## src/rtl/hazard_unit_pkg.sv

```systemverilog
`default_nettype none
// ============================================================================
//  Module   : hazard_unit_pkg
//  Purpose  : Shared definitions for the pipeline hazard unit: register-field
//             width, forward select codes, stage record layout, instruction
//             opcode / function-code definitions and the source-match helper.
//  Ports    : none (package)
//  Revision : 1.0  initial release
// ============================================================================
package hazard_unit_pkg;

   // Width of a register specifier field (8 architectural registers, R0 = 0).
   localparam int c_reg_w   = 3;

   // Width of one stage record {rd, regWr, memRd}.
   localparam int c_stage_w = c_reg_w + 2;

   // Operand source select driven onto ForwardA / ForwardB.
   typedef enum logic [1:0] {
      FWD_RF  = 2'b00,   // register file
      FWD_EX  = 2'b01,   // EX stage result
      FWD_MEM = 2'b10,   // MEM stage result
      FWD_WB  = 2'b11    // WB stage result
   } fwd_sel_e;

   // Primary opcodes of the core's instruction set.
   localparam logic [3:0] c_op_rtype = 4'h0;
   localparam logic [3:0] c_op_addi  = 4'h1;
   localparam logic [3:0] c_op_lw    = 4'h2;
   localparam logic [3:0] c_op_sw    = 4'h3;
   localparam logic [3:0] c_op_beq   = 4'h4;
   localparam logic [3:0] c_op_bne   = 4'h5;
   localparam logic [3:0] c_op_for   = 4'h6;
   localparam logic [3:0] c_op_ret   = 4'h7;
   localparam logic [3:0] c_op_jmp   = 4'h8;

   // Function codes for R-type instructions.
   localparam logic [2:0] c_fn_add = 3'h0;
   localparam logic [2:0] c_fn_sub = 3'h1;
   localparam logic [2:0] c_fn_and = 3'h2;
   localparam logic [2:0] c_fn_or  = 3'h3;
   localparam logic [2:0] c_fn_slt = 3'h4;

   // Per-stage record tracking the instruction that occupies the stage.
   // An all-zero record is a bubble: it writes nothing and is not a load.
   typedef struct packed {
      logic [c_reg_w-1:0] rd;
      logic               reg_wr;
      logic               mem_rd;
   } stage_rec_t;

   // True when the instruction in a stage produces a value the ID
   // instruction actually consumes. R0 is hardwired to zero, so a write to
   // it never creates a dependency.
   function automatic logic stage_match(
      input stage_rec_t         rec,
      input logic [c_reg_w-1:0] src,
      input logic               uses
   );
      return uses && rec.reg_wr && (rec.rd == src) && (rec.rd != '0);
   endfunction

   // Youngest producer wins: EX holds the most recent value for a register.
   function automatic fwd_sel_e fwd_select(
      input logic ex_hit,
      input logic mem_hit,
      input logic wb_hit
   );
      if (ex_hit)       return FWD_EX;
      else if (mem_hit) return FWD_MEM;
      else if (wb_hit)  return FWD_WB;
      else              return FWD_RF;
   endfunction

endpackage : hazard_unit_pkg
`default_nettype wire

```

## src/rtl/hazard_stage_reg.sv

```systemverilog
`default_nettype none
// ============================================================================
//  Module   : hazard_stage_reg
//  Purpose  : One pipeline stage record register. Clears asynchronously on
//             reset; a synchronous bubble input loads an empty record instead
//             of the incoming one.
//  Ports    : clk      - pipeline clock
//             reset    - asynchronous active-high reset (clears to bubble)
//             i_bubble - load an empty record on this edge
//             i_d      - incoming stage record
//             o_q      - current stage record
//  Revision : 1.0  initial release
// ============================================================================
module hazard_stage_reg #(
   parameter int WIDTH = 5
) (
   input  logic             clk,
   input  logic             reset,
   input  logic             i_bubble,
   input  logic [WIDTH-1:0] i_d,
   output logic [WIDTH-1:0] o_q
);

   logic [WIDTH-1:0] r_q;

   always_ff @(posedge clk or posedge reset) begin
      if (reset) begin
         r_q <= '0;
      end else if (i_bubble) begin
         r_q <= '0;
      end else begin
         r_q <= i_d;
      end
   end

   assign o_q = r_q;

endmodule : hazard_stage_reg
`default_nettype wire

```

## src/rtl/hazard_unit.sv

```systemverilog
`default_nettype none
// ============================================================================
//  Module   : hazard_unit
//  Purpose  : Data-hazard detection and forwarding control for the 5-stage
//             pipeline. Tracks the destination of the instructions in EX,
//             MEM and WB, selects operand forwarding sources for the ID
//             instruction and raises stall for load-use and branch-compare
//             hazards. Counts stalled cycles for performance statistics.
//  Ports    : clk, reset            - clock, async active-high reset
//             IDValid               - ID holds a real instruction
//             IDRs1, IDRs2          - ID source register fields
//             IDUsesRs1, IDUsesRs2  - ID instruction reads that source
//             IDRd                  - ID destination register
//             IDRegWr, IDMemRd      - ID writes a register / is a load
//             IDBranch              - ID compares operands in ID
//             stall                 - hold PC and IF/ID, bubble into ID/EX
//             ForwardA, ForwardB    - operand source select
//             stallCount            - saturating stalled-cycle count
//  Revision : 1.0  initial release
// ============================================================================
module hazard_unit
   import hazard_unit_pkg::*;
(
   input  logic               clk,
   input  logic               reset,
   input  logic               IDValid,
   input  logic [c_reg_w-1:0] IDRs1,
   input  logic [c_reg_w-1:0] IDRs2,
   input  logic               IDUsesRs1,
   input  logic               IDUsesRs2,
   input  logic [c_reg_w-1:0] IDRd,
   input  logic               IDRegWr,
   input  logic               IDMemRd,
   input  logic               IDBranch,
   output logic               stall,
   output logic [1:0]         ForwardA,
   output logic [1:0]         ForwardB,
   output logic [15:0]        stallCount
);

   localparam logic [15:0] c_count_max = 16'hFFFF;

   // ------------------------------------------------------------------
   // Stage records
   // ------------------------------------------------------------------
   stage_rec_t w_id_rec;
   stage_rec_t r_ex_rec;
   stage_rec_t r_mem_rec;
   stage_rec_t r_wb_rec;
   logic       w_ex_bubble;
   logic       w_stall;

   assign w_id_rec = '{rd: IDRd, reg_wr: IDRegWr, mem_rd: IDMemRd};

   // A stalled or empty ID slot must not advance into EX as a real
   // instruction, otherwise the held instruction would be issued twice.
   assign w_ex_bubble = w_stall || !IDValid;

   hazard_stage_reg #(.WIDTH(c_stage_w)) u_ex_reg (
      .clk      (clk),
      .reset    (reset),
      .i_bubble (w_ex_bubble),
      .i_d      (w_id_rec),
      .o_q      (r_ex_rec)
   );

   hazard_stage_reg #(.WIDTH(c_stage_w)) u_mem_reg (
      .clk      (clk),
      .reset    (reset),
      .i_bubble (1'b0),
      .i_d      (r_ex_rec),
      .o_q      (r_mem_rec)
   );

   hazard_stage_reg #(.WIDTH(c_stage_w)) u_wb_reg (
      .clk      (clk),
      .reset    (reset),
      .i_bubble (1'b0),
      .i_d      (r_mem_rec),
      .o_q      (r_wb_rec)
   );

   // A load's data is consumed in WB only through forwarding, so the WB
   // record's load flag has no role in hazard decisions.
   logic w_unused_wb_mem_rd;
   assign w_unused_wb_mem_rd = r_wb_rec.mem_rd;

   // ------------------------------------------------------------------
   // Source matches
   // ------------------------------------------------------------------
   logic w_ex_a,  w_ex_b;
   logic w_mem_a, w_mem_b;
   logic w_wb_a,  w_wb_b;

   assign w_ex_a  = stage_match(r_ex_rec,  IDRs1, IDUsesRs1);
   assign w_ex_b  = stage_match(r_ex_rec,  IDRs2, IDUsesRs2);
   assign w_mem_a = stage_match(r_mem_rec, IDRs1, IDUsesRs1);
   assign w_mem_b = stage_match(r_mem_rec, IDRs2, IDUsesRs2);
   assign w_wb_a  = stage_match(r_wb_rec,  IDRs1, IDUsesRs1);
   assign w_wb_b  = stage_match(r_wb_rec,  IDRs2, IDUsesRs2);

   // ------------------------------------------------------------------
   // Stall detection
   // ------------------------------------------------------------------
   logic w_ex_hit;
   logic w_mem_hit;
   logic w_load_use;
   logic w_branch_ex;
   logic w_branch_mem;

   assign w_ex_hit  = w_ex_a  || w_ex_b;
   assign w_mem_hit = w_mem_a || w_mem_b;

   // Load data is not available until the end of MEM.
   assign w_load_use   = r_ex_rec.mem_rd && w_ex_hit;
   // Branches compare in ID, so even an ALU result in EX is one cycle late.
   assign w_branch_ex  = IDBranch && w_ex_hit;
   // A load in MEM is still one cycle late for an ID compare; together with
   // the EX-stage stall this gives a two-cycle load-to-branch penalty.
   assign w_branch_mem = IDBranch && r_mem_rec.mem_rd && w_mem_hit;

   // Reset gating keeps outputs quiet even while records are being cleared.
   assign w_stall = !reset && IDValid &&
                    (w_load_use || w_branch_ex || w_branch_mem);

   // ------------------------------------------------------------------
   // Forward selection
   // ------------------------------------------------------------------
   fwd_sel_e w_fwd_a;
   fwd_sel_e w_fwd_b;

   always_comb begin
      w_fwd_a = FWD_RF;
      w_fwd_b = FWD_RF;
      // During a stall the ID instruction is re-evaluated next cycle, so
      // the current select is meaningless; hold it at the register file.
      if (!reset && !w_stall) begin
         w_fwd_a = fwd_select(w_ex_a, w_mem_a, w_wb_a);
         w_fwd_b = fwd_select(w_ex_b, w_mem_b, w_wb_b);
      end
   end

   // ------------------------------------------------------------------
   // Stalled-cycle counter
   // ------------------------------------------------------------------
   logic [15:0] r_stall_count;

   always_ff @(posedge clk or posedge reset) begin
      if (reset) begin
         r_stall_count <= '0;
      end else if (w_stall && (r_stall_count != c_count_max)) begin
         r_stall_count <= r_stall_count + 16'd1;
      end
   end

   assign stall      = w_stall;
   assign ForwardA   = w_fwd_a;
   assign ForwardB   = w_fwd_b;
   assign stallCount = r_stall_count;

endmodule : hazard_unit
`default_nettype wire

```

## config.mk

```make
export PLATFORM = sky130hd
export DESIGN_NAME = hazard_unit
export DESIGN_NICKNAME = d
export VERILOG_FILES = /design/src/rtl/hazard_unit_pkg.sv /design/src/rtl/hazard_stage_reg.sv /design/src/rtl/hazard_unit.sv
export SDC_FILE = /design/constraint.sdc
export NUM_CORES = 1
export LEC_CHECK = 0
export CAP_MARGIN = 5
export CORE_AREA = 2 2 50 86
export DETAILED_ROUTE_END_ITERATION = 10
export DIE_AREA = 0 0 52 88
export PLACE_DENSITY = 0.73
export SLEW_MARGIN = 20
export SYNTH_ARGS = -nofsm -noshare
export SYNTH_HDL_FRONTEND = slang
export SYNTH_HIERARCHICAL = 1
export SYNTH_SLANG_ARGS = --single-unit
```

## constraint.sdc

```tcl
create_clock -name clk -period 2 [get_ports clk]
set_input_delay 0.3 -clock clk [delete_from_list [all_inputs] [get_ports clk]]
set_output_delay 0.3 -clock clk [all_outputs]
set_load 0.02 [all_outputs]
```

==> results of run 1 <==
## per-layer routing
layer  share of wire  wire (µm)
met1            0.34       1760
met2            0.59       3080
met3           0.035        184
met4           0.041        213
met5               0          0
## worst max-delay path, stage by stage (launching register included)
cell and delay (ns):
dfrtp_1 0.41, buf_6 0.15, xnor2_4 0.15, nand4_1 0.18
buf_4 0.18, a211oi_2 0.20, nor3_2 0.09, buf_4 0.14
and2_4 0.13, buf_6 0.12
## what timing repair did
item,CTS,global route
endpoints found under the hold margin,0,0
gates resized for setup,77,19
pin swaps,25,26
buffers inserted,16,10
endpoints found under the setup margin,20,26
## sequential cells by signal, summed over array words and instances, names as in the netlist
signal / count
stallCount: 16
u_ex_reg/o_q: 5
u_wb_reg/o_q: 4
u_mem_reg/o_q: 5
## power groups by stage
stage | clock [mW] | sequential, mW | combinational, mW
6_report | 0.593 | 0.649 | 0.240
5_1_grt | 0.637 | 0.650 | 0.254
4_1_cts | 0.610 | 0.648 | 0.215
3_5_place_dp | 0 | 0.656 | 0.193
3_3_place_gp | 0 | 0.655 | 0.185
2_1_floorplan | 0 | 0.663 | 0.0726
## worst min path at each step
stage / from / to / slack (ns)
after floorplan: reset / u_wb_reg/o_q[1]$_DFF_PP0_ / 0.07
after global placement: u_ex_reg/o_q[0]$_DFF_PP0_ / u_mem_reg/o_q[0]$_DFF_PP0_ / 0.49
after detailed placement: u_ex_reg/o_q[0]$_DFF_PP0_ / u_mem_reg/o_q[0]$_DFF_PP0_ / 0.48
after CTS: reset / u_ex_reg/o_q[1]$_DFF_PP0_ / 0.43
after global routing: reset / u_ex_reg/o_q[1]$_DFF_PP0_ / 0.46
final: reset / u_ex_reg/o_q[1]$_DFF_PP0_ / 0.45
## placed cells by master, fill, tap and decap left out, types with 4 or more instances in the layout
| cell | n |
|---|---|
| buf_4 | 47 |
| clkdlybuf4s50_1 | 26 |
| dfrtp_1 | 25 |
| nor2b_1 | 14 |
| xnor2_1 | 12 |
| xor2_1 | 11 |
| buf_6 | 11 |
| xnor2_2 | 9 |
| conb_1 | 9 |
| nand3_1 | 8 |
| inv_1 | 7 |
| nand4_1 | 6 |
| nand2_1 | 6 |
| nor3_4 | 6 |
| dlygate4sd2_1 | 6 |
| clkbuf_8 | 5 |
| dfrtp_2 | 5 |
| nor2_1 | 4 |
| nor2_4 | 4 |
## through the flow
| stage | hold slack [ns] | cells | worst slack (ns) | setup TNS, ns |
|---|---|---|---|---|
| after global routing | 0.459 | 308 | -0.393 | -6.78 |
| after CTS | 0.435 | 299 | -0.247 | -2.33 |
| after floorplan | 0.0661 | 162 | 0.0480 | 0 |
| after detailed placement | 0.485 | 275 | -0.777 | -11.41 |
| after global placement | 0.491 | 275 | -0.701 | -9.69 |
| final | 0.446 | 308 | -0.353 | -4.59 |
## final cells by class
cell class | count | area share
timing repair buffer | 92 | 0.278
tap | 48 | 0.0204
clock buffer | 5 | 0.0234
sequential | 30 | 0.257
inverter | 8 | 0.0102
multi-input combinational | 122 | 0.397
clock inverter | 3 | 0.0136
==> reports/summary.txt, run 1 <==
Vias in the first global route: 1713
Ant. Diodes: 0
Worst Setup SP: u_mem_reg/o_q[3]$_DFF_PP0_
Switching Share: 0.241
Number of fill cells: 261
Final layout net count: 277
Synth Cell Area: 1650 µm²
Root Buffer: clkbuf_8
Failing checks: negative setup slack
Net load switching power: 357 µW
Clk pwr share: 0.400
Reg2Reg Capture Point: stallCount[3]$_DFFE_PP0P_
Slew headroom: 0.668
CP Capture Type: output port
Pins Over Slew Limit: 0
IO Pins: 38
Grt ovf: 0
Post-route ant nets: 0
Clk slew on worst S/H paths: 0.06 ns
H-tree Lvls: 2
Share of layout cells above drive strength 1: 0.446
Final clock skew: 0.00536 ns
TritonRoute pass-1 iters: 4
Starting Density: 0.427
Hold crit path type: primary input to async pin
WL per Instance: 17.0 µm
Area of the multi-input gates: 1170 µm²
Post-DP Area: 2320 µm²
Hold_buf cts: 0
Setup Crit Path Kind: register to output port
Int Pwr: 1.12 mW
Arrival time at the worst endpoint: 2.05 ns
Overall Power: 1.48 mW
Worst-Skew Late Latency: 0.28 ns
Die X: 52 µm
Finished Cell Area: 2940 µm²
RSZ-0062 raised after global routing: yes
# port buffers: 37
Final critical-path share of the clock period: 1.18
CTS tree: done
Core area: 3870 µm²
CTS sink cnt: 30
Setup slack after layout: -0.353 ns
Antenna violations before repair: 0
M1 GR Usage: 0.229
Final Hold Viols: 0
Worst R2R Setup Slack: -0.24 ns
Final Util: 0.761
Worst Path Required: 1.70 ns
Maximum VDD drop: 0.000534 V
Mean Syn Cell Area: 10.7 µm²
Routed WL: 5250 µm
DR iter-0 viols: 24
Reg power frac: 0.438
Outcome: finished, violations left
Mapped Cells: 154
MaxCap Viol Count: 0
Critical Path Source Type: register
Final Wtd Congestion: 0.771
Met3 usage: 0.0375
Reg area: 757 µm²
Slew @ Worst Pin: 0.494 ns
RR Startpoint: u_mem_reg/o_q[3]$_DFF_PP0_
First-pass GRT wire length: 8020 µm
Die Area: 4580 µm²
Total CTS buffers: 5
Worst Reg-to-Reg Cells: 10
Layer with the highest usage: met2
Post-DP HPWL: 3350 µm
Vias: 1596
Largest net degree at the start of global routing: 11
Longest Clk Path Bufs: 2
P&R area growth vs syn: 78.4%
CP max FO: 3
Pwr dens: 503 nW/µm²
Yosys warnings: 6
Average via count per standard cell: 5.18
Core Rows: 30
Fmax achieved: 425 MHz
CP endpoint: ForwardA[0]
Pleak: 1.34 nW
Overall Global Routing Usage: 0.242
Grt met2 use: 0.467
# DRC: 0
Combinational group share of total power: 0.162
Die Ht: 88 µm
Count of final setup violators: 26
Period minus WS final: 2.35 ns
No activity file was read; power rests on OpenSTA's default activity.
==> run 2: changes to the inputs <==
--- a/config.mk
+++ b/config.mk
@@ -10,7 +10,6 @@
 export DETAILED_ROUTE_END_ITERATION = 10
 export DIE_AREA = 0 0 52 88
 export PLACE_DENSITY = 0.73
-export SLEW_MARGIN = 20
 export SYNTH_ARGS = -nofsm -noshare
 export SYNTH_HDL_FRONTEND = slang
 export SYNTH_HIERARCHICAL = 1
==> results of run 2 <==
Same layout as run 1: the final DEF is identical, and so are final timing and power.
==> run 3: changes to the inputs <==
--- a/config.mk
+++ b/config.mk
@@ -9,6 +9,7 @@
 export CORE_AREA = 2 2 50 86
 export DETAILED_ROUTE_END_ITERATION = 10
 export DIE_AREA = 0 0 52 88
+export GPL_ROUTABILITY_DRIVEN = 0
 export PLACE_DENSITY = 0.73
 export SYNTH_ARGS = -nofsm -noshare
 export SYNTH_HDL_FRONTEND = slang
==> results of run 3 <==
Same layout as run 1: the final DEF is identical, and so are final timing and power.
